`config.mk`:
```
export PLATFORM = sky130hd
export DESIGN_NAME = fifo_stream_drain
export DESIGN_NICKNAME = d
export VERILOG_FILES = /design/src/rtl/fifo_stream_pkg.sv /design/src/rtl/stream_buf3.sv /design/src/rtl/fifo_stream_drain.sv
export SDC_FILE = /design/constraint.sdc
export NUM_CORES = 1
export LEC_CHECK = 0
export CAP_MARGIN = 30
export CORE_MARGIN = 10
export CORE_UTILIZATION = 35
export CTS_CLUSTER_SIZE = 8
export DETAILED_ROUTE_END_ITERATION = 10
export PLACE_DENSITY = 0.59
export SYNTH_ARGS = -nofsm -noshare
export SYNTH_HDL_FRONTEND = slang
export SYNTH_HIERARCHICAL = 1
export SYNTH_SLANG_ARGS = --single-unit
```
`constraint.sdc`:
```
create_clock -name clk -period 4.7 [get_ports clk]
set_clock_uncertainty 0.05 [all_clocks]
set_input_delay 1.175 -clock clk [delete_from_list [all_inputs] [get_ports clk]]
set_output_delay 1.175 -clock clk [all_outputs]
set_load 0.02 [all_outputs]
```
`src/rtl/fifo_stream_pkg.sv`:
```
// ============================================================================
// Module   : fifo_stream_pkg
// Brief    : Shared constants, types and helpers for the FIFO stream drain.
// Revision : 1.0 - initial release
// ============================================================================
`default_nettype none

package fifo_stream_pkg;

    localparam int BUF_DEPTH = 3;

    typedef logic [1:0] occ_t;

    // Beat counter width, never narrower than one bit.
    function automatic int beat_w(input int pkt_len);
        return (pkt_len <= 2) ? 1 : $clog2(pkt_len);
    endfunction

endpackage

`default_nettype wire

```
`src/rtl/stream_buf3.sv`:
```
// ============================================================================
// Module   : stream_buf3
// Brief    : Three-entry circular buffer with occupancy, reset-cleared storage.
// Revision : 1.0 - initial release
// ============================================================================
`default_nettype none

module stream_buf3
    import fifo_stream_pkg::*;
#(
    parameter int DATA_WIDTH = 8
) (
    input  logic                  clk,
    input  logic                  rst,
    input  logic                  push,
    input  logic [DATA_WIDTH-1:0] push_data,
    input  logic                  pop,
    output logic [DATA_WIDTH-1:0] head_data,
    output occ_t                  occ
);

    logic [DATA_WIDTH-1:0] r_mem [BUF_DEPTH];
    logic [1:0]            r_wr_idx;
    logic [1:0]            r_rd_idx;
    occ_t                  r_occ;

    // Indices count 0,1,2 and wrap; value 3 is never reached.
    function automatic logic [1:0] next_idx(input logic [1:0] idx);
        return (idx == 2'd2) ? 2'd0 : idx + 2'd1;
    endfunction

    always_ff @(posedge clk or posedge rst) begin
        if (rst) begin
            for (int i = 0; i < BUF_DEPTH; i++) begin
                r_mem[i] <= '0;
            end
            r_wr_idx <= 2'd0;
            r_rd_idx <= 2'd0;
            r_occ    <= 2'd0;
        end else begin
            if (push) begin
                r_mem[r_wr_idx] <= push_data;
                r_wr_idx        <= next_idx(r_wr_idx);
            end
            if (pop) begin
                r_rd_idx <= next_idx(r_rd_idx);
            end
            case ({push, pop})
                2'b10:   r_occ <= r_occ + 2'd1;
                2'b01:   r_occ <= r_occ - 2'd1;
                default: r_occ <= r_occ;
            endcase
        end
    end

    always_comb begin
        head_data = r_mem[0];
        case (r_rd_idx)
            2'd1:    head_data = r_mem[1];
            2'd2:    head_data = r_mem[2];
            default: head_data = r_mem[0];
        endcase
    end

    assign occ = r_occ;

endmodule

`default_nettype wire

```
`src/rtl/fifo_stream_drain.sv`:
```
// ============================================================================
// Module   : fifo_stream_drain
// Brief    : Drains a synchronous FIFO into a framed valid/ready stream.
// Revision : 1.0 - initial release
// ============================================================================
`default_nettype none

module fifo_stream_drain
    import fifo_stream_pkg::*;
#(
    parameter int DATA_WIDTH = 8,
    parameter int PKT_LEN    = 4
) (
    input  logic                  clk,
    input  logic                  rst,
    input  logic                  fifo_empty,
    input  logic [DATA_WIDTH-1:0] fifo_dout,
    output logic                  fifo_rd_en,
    output logic                  m_valid,
    output logic [DATA_WIDTH-1:0] m_data,
    output logic                  m_last,
    input  logic                  m_ready,
    output logic                  pkt_done
);

    localparam int                BEAT_W      = beat_w(PKT_LEN);
    localparam logic [BEAT_W-1:0] C_LAST_BEAT = BEAT_W'(PKT_LEN - 1);
    localparam logic [2:0]        C_CREDITS   = 3'(BUF_DEPTH);

    logic              r_pending;
    logic [BEAT_W-1:0] r_beat;
    logic              r_pkt_done;

    occ_t              w_occ;
    logic [2:0]        w_inflight;
    logic              w_rd_accept;
    logic              w_pop;

    stream_buf3 #(
        .DATA_WIDTH (DATA_WIDTH)
    ) u_buf (
        .clk       (clk),
        .rst       (rst),
        .push      (r_pending),
        .push_data (fifo_dout),
        .pop       (w_pop),
        .head_data (m_data),
        .occ       (w_occ)
    );

    // Credits count words already buffered plus the one still in the FIFO's
    // output register, so the sink's ready never reaches the read request.
    assign w_inflight  = {1'b0, w_occ} + {2'b00, r_pending};
    assign fifo_rd_en  = !rst && !fifo_empty && (w_inflight < C_CREDITS);
    assign w_rd_accept = fifo_rd_en && !fifo_empty;

    assign m_valid  = (w_occ != 2'd0);
    assign w_pop    = m_valid && m_ready;
    assign m_last   = (r_beat == C_LAST_BEAT);
    assign pkt_done = r_pkt_done;

    always_ff @(posedge clk or posedge rst) begin
        if (rst) begin
            r_pending  <= 1'b0;
            r_beat     <= '0;
            r_pkt_done <= 1'b0;
        end else begin
            r_pending  <= w_rd_accept;
            r_pkt_done <= w_pop && m_last;
            if (w_pop) begin
                r_beat <= (r_beat == C_LAST_BEAT) ? '0 : r_beat + 1'b1;
            end
        end
    end

    a_no_overflow: assert property (@(posedge clk) disable iff (rst)
        w_inflight <= C_CREDITS);

endmodule

`default_nettype wire

```
==> results.md <==
- Most used DFF post-synth: dfrtp_1
- Syn_area_per_cell: 13.09 um2
- Placed insts: 193
- Routed Antenna Nets: 0
- VDD IR max: roughly 280 uV
- Final HPWL DP: around 2.4 mm
- Synth area leaders: dfrtp_1 (53%), mux2_2 (11%), mux2_4 (9.4%)
- Initial Util: 36.42%
- CTS H-tree depth: 2
- Slew Viols, Final: 0
- Final setup violation count: 0
- Worst skew pair latency: 290 ps
- Detailed-route DRC error count: 0
- Post-synth top area cell: dfrtp_1
- Syn Nets: around 140
- Final Hold Viols: 0
- Mux cell area share after synthesis: 20.69%
- Critical Path End Type: primary output
- Final cell count without fillers: 201
- CTS tree: done
- XOR/XNOR Fraction of Synth Area: around 1.6%
- Compound-cell area share of the yosys netlist: roughly a tenth
- Die Ht: between 80 and 90 um
- Clock Path Buffers: 2
- CTS buffer count: 5
- Antenna cells: 0
- Largest family of logic cells by synthesized area: multiplexers
- Setup WS pre-CTS: 820.9 ps
- RSZ-0062 raised after global routing: false
- 1st-pass router iterations: 2
- Synthesized cell area: 1597 um2
- Unique masters post-synth: 23
- 1st-iter DRT viols: 42
- Leakage power: 0.8783 nW
- First-pass GRT wire length: 5.375 mm
- Io pins: 24
- Post-synth top area share: 53.29%
- Routed wire length: 3.282 mm
- YS warnings: 6
- Gr usage total: 9.023%
- Adder-Cell Fraction of Synth Area: under 10%
- Post-Synthesis Cells: 122
- CTS Sinks: 34
- Worst min path class: reg -> reg
- Die width: 87.54 um
- Root buf cell: clkbuf_8
- Fin crit share: 82.01%
- Drt via density: 5.169
- Synth Register Bits: 34
- Crit Path Max Fanout: 2
- Async SR Flop Fraction: 100.0%
- Post-synth top cells: dfrtp_1 (34), mux2_2 (16), mux2_4 (10), nor2_1 (10)
- Most frequent cell after synthesis: dfrtp_1
- DIE AREA: 7663 um2
- EDFF count, synth: 0
- Vias in the first global route: 1,156
- Worst Path Arrival: about 2600 ps
- Status: completed
- Core area: ~4400 um2
- Sum Neg Setup Slack: 0 ps
- Final setup margin: 845.8 ps
- Max frequency: 259.5 MHz
- Setup bufs post-CTS: 0
- Startpoint Class: primary input
- Initial antenna violation count: 0
- Pin count of the biggest net entering global routing: 19
- Sequential area share after synthesis: 53.29%
- Routed WL per cell: 16.33 um
- Crit path required time: between 3000 and 4000 ps
- RD Place Congestion: 0.6687
- Max_slew headroom: 60.62%
- # nets final: around 170
- Max-Cap Viols: 0
- Grt ovf: 0
- Worst-path clk slew: 60 ps
- Vias: 1,039
- Tmin final: roughly 3900 ps
- Worst Tran Pin Value: 590.8 ps
- Synth Area in Simple Gates: 5.329%
- Setup Crit Path Kind: in -> out
- Power Density: 797.6 nW/um2
- Number of I/O port buffers: 23
- Layout area overhead: 24.53%
- Hold-fix buffers, CTS: 0
- Rows: 24
- Layout cells sized above 1: 25.50%
- Post-CTS Resized: 0
-- power breakdown --
group | switching (mW) | internal (mW)
registers | 0.0954 | 0.439
clock network | 0.105 | 0.118
logic | 0.399 | 0.430
-- worst max-delay path, cell delays in order --
cell             delay [ps]
clkdlybuf4s50_1         420
a2111oi_0               350
clkdlybuf4s50_1         680
-- worst paths after layout --
check	startpoint	slack (ps)	cells past startpoint	endpoint
worst min register to register	u_buf/r_mem[17]	460	1	u_buf/r_mem[17]
max in group asynchronous	rst	2820	3	u_buf/r_mem[2]
worst max-delay path	fifo_empty	850	3	fifo_rd_en
worst max register to register	r_pending	3030	3	u_buf/r_mem[1]
min in group asynchronous	rst	1100	2	r_pending
worst min-delay path	u_buf/r_mem[17]	460	1	u_buf/r_mem[17]
-- per-layer routing --
layer | track usage (%) | routed length, um | up-vias | part of all wire [%]
met4 | 3.478 | 78 | 0 | 2.4
met3 | 5.664 | 337 | 12 | 10
li1 | - | - | 483 | -
met5 | 0 | 0 | - | 0
met1 | 9.729 | 1362 | 513 | 41
met2 | 14.02 | 1504 | 31 | 46
-- kinds of logic (layout without fill, tap and decap cells) --
| logic type | after synthesis | after routing |
|---|---|---|
| compound gates | 23 | 23 |
| xor+xnor | 3 | 3 |
| fa+ha+maj | 8 | 8 |
| buf+inv | 11 | 38 |
| flops | 34 | 34 |
| mux | 26 | 26 |
| simple gates | 17 | 17 |
-- per-stage QoR --
step | total power, mW | util (%) | hold WS [ps] | cell area, um2
after floorplan | 1.059 | - | 429.9 | 1597
after global placement | 1.348 | 42.55 | 437.0 | 1866
after detailed placement | 1.380 | 43.18 | 445.0 | 1893
after CTS | 1.611 | 45.35 | 461.9 | 1988
after global routing | 1.699 | 45.35 | 474.3 | 1988
final | 1.586 | 45.35 | 457.6 | 1988
-- layout make-up --
type / count / area (um2)
clock buffers: 6 / 82.58
inverters: 6 / 22.52
clock inverters: 2 / 12.51
well taps: 52 / 65.06
flip-flops and latches: 34 / 850.8
repair buffers: 24 / 257.7
fillers: 397 / 2396
multi-input cells: 77 / 696.9
-- sequential cells by signal (all words and copies together) (netlist names) --
name / flops
pkt_done: 1
r_beat: 2
r_pending: 1
u_buf/occ: 2
u_buf/r_mem: 24
u_buf/r_rd_idx: 2
u_buf/r_wr_idx: 2
-- cell usage in the layout, fill, tap and decap left out --
| cell | instances |
|---|---|
| clkinvlp_4 | 1 |
| or3_1 | 1 |
| xor2_1 | 1 |
| clkbuf_8 | 6 |
| o21ai_0 | 3 |
| mux2_2 | 16 |
| a21oi_1 | 8 |
| clkinv_2 | 1 |
| buf_16 | 1 |
| or2_1 | 1 |
| nand2_1 | 2 |
| nand3_1 | 1 |
| mux2_4 | 10 |
| and2_1 | 1 |
| clkdlybuf4s50_1 | 23 |
| inv_2 | 1 |
| a22oi_1 | 8 |
| ha_1 | 8 |
| a2111oi_0 | 2 |
| a21o_1 | 1 |
| o21a_4 | 1 |
| inv_1 | 5 |
| dfrtp_1 | 34 |
| xnor2_1 | 2 |
| nor3_4 | 1 |
| nor2_1 | 10 |
Power figures use the tool's default switching activity.
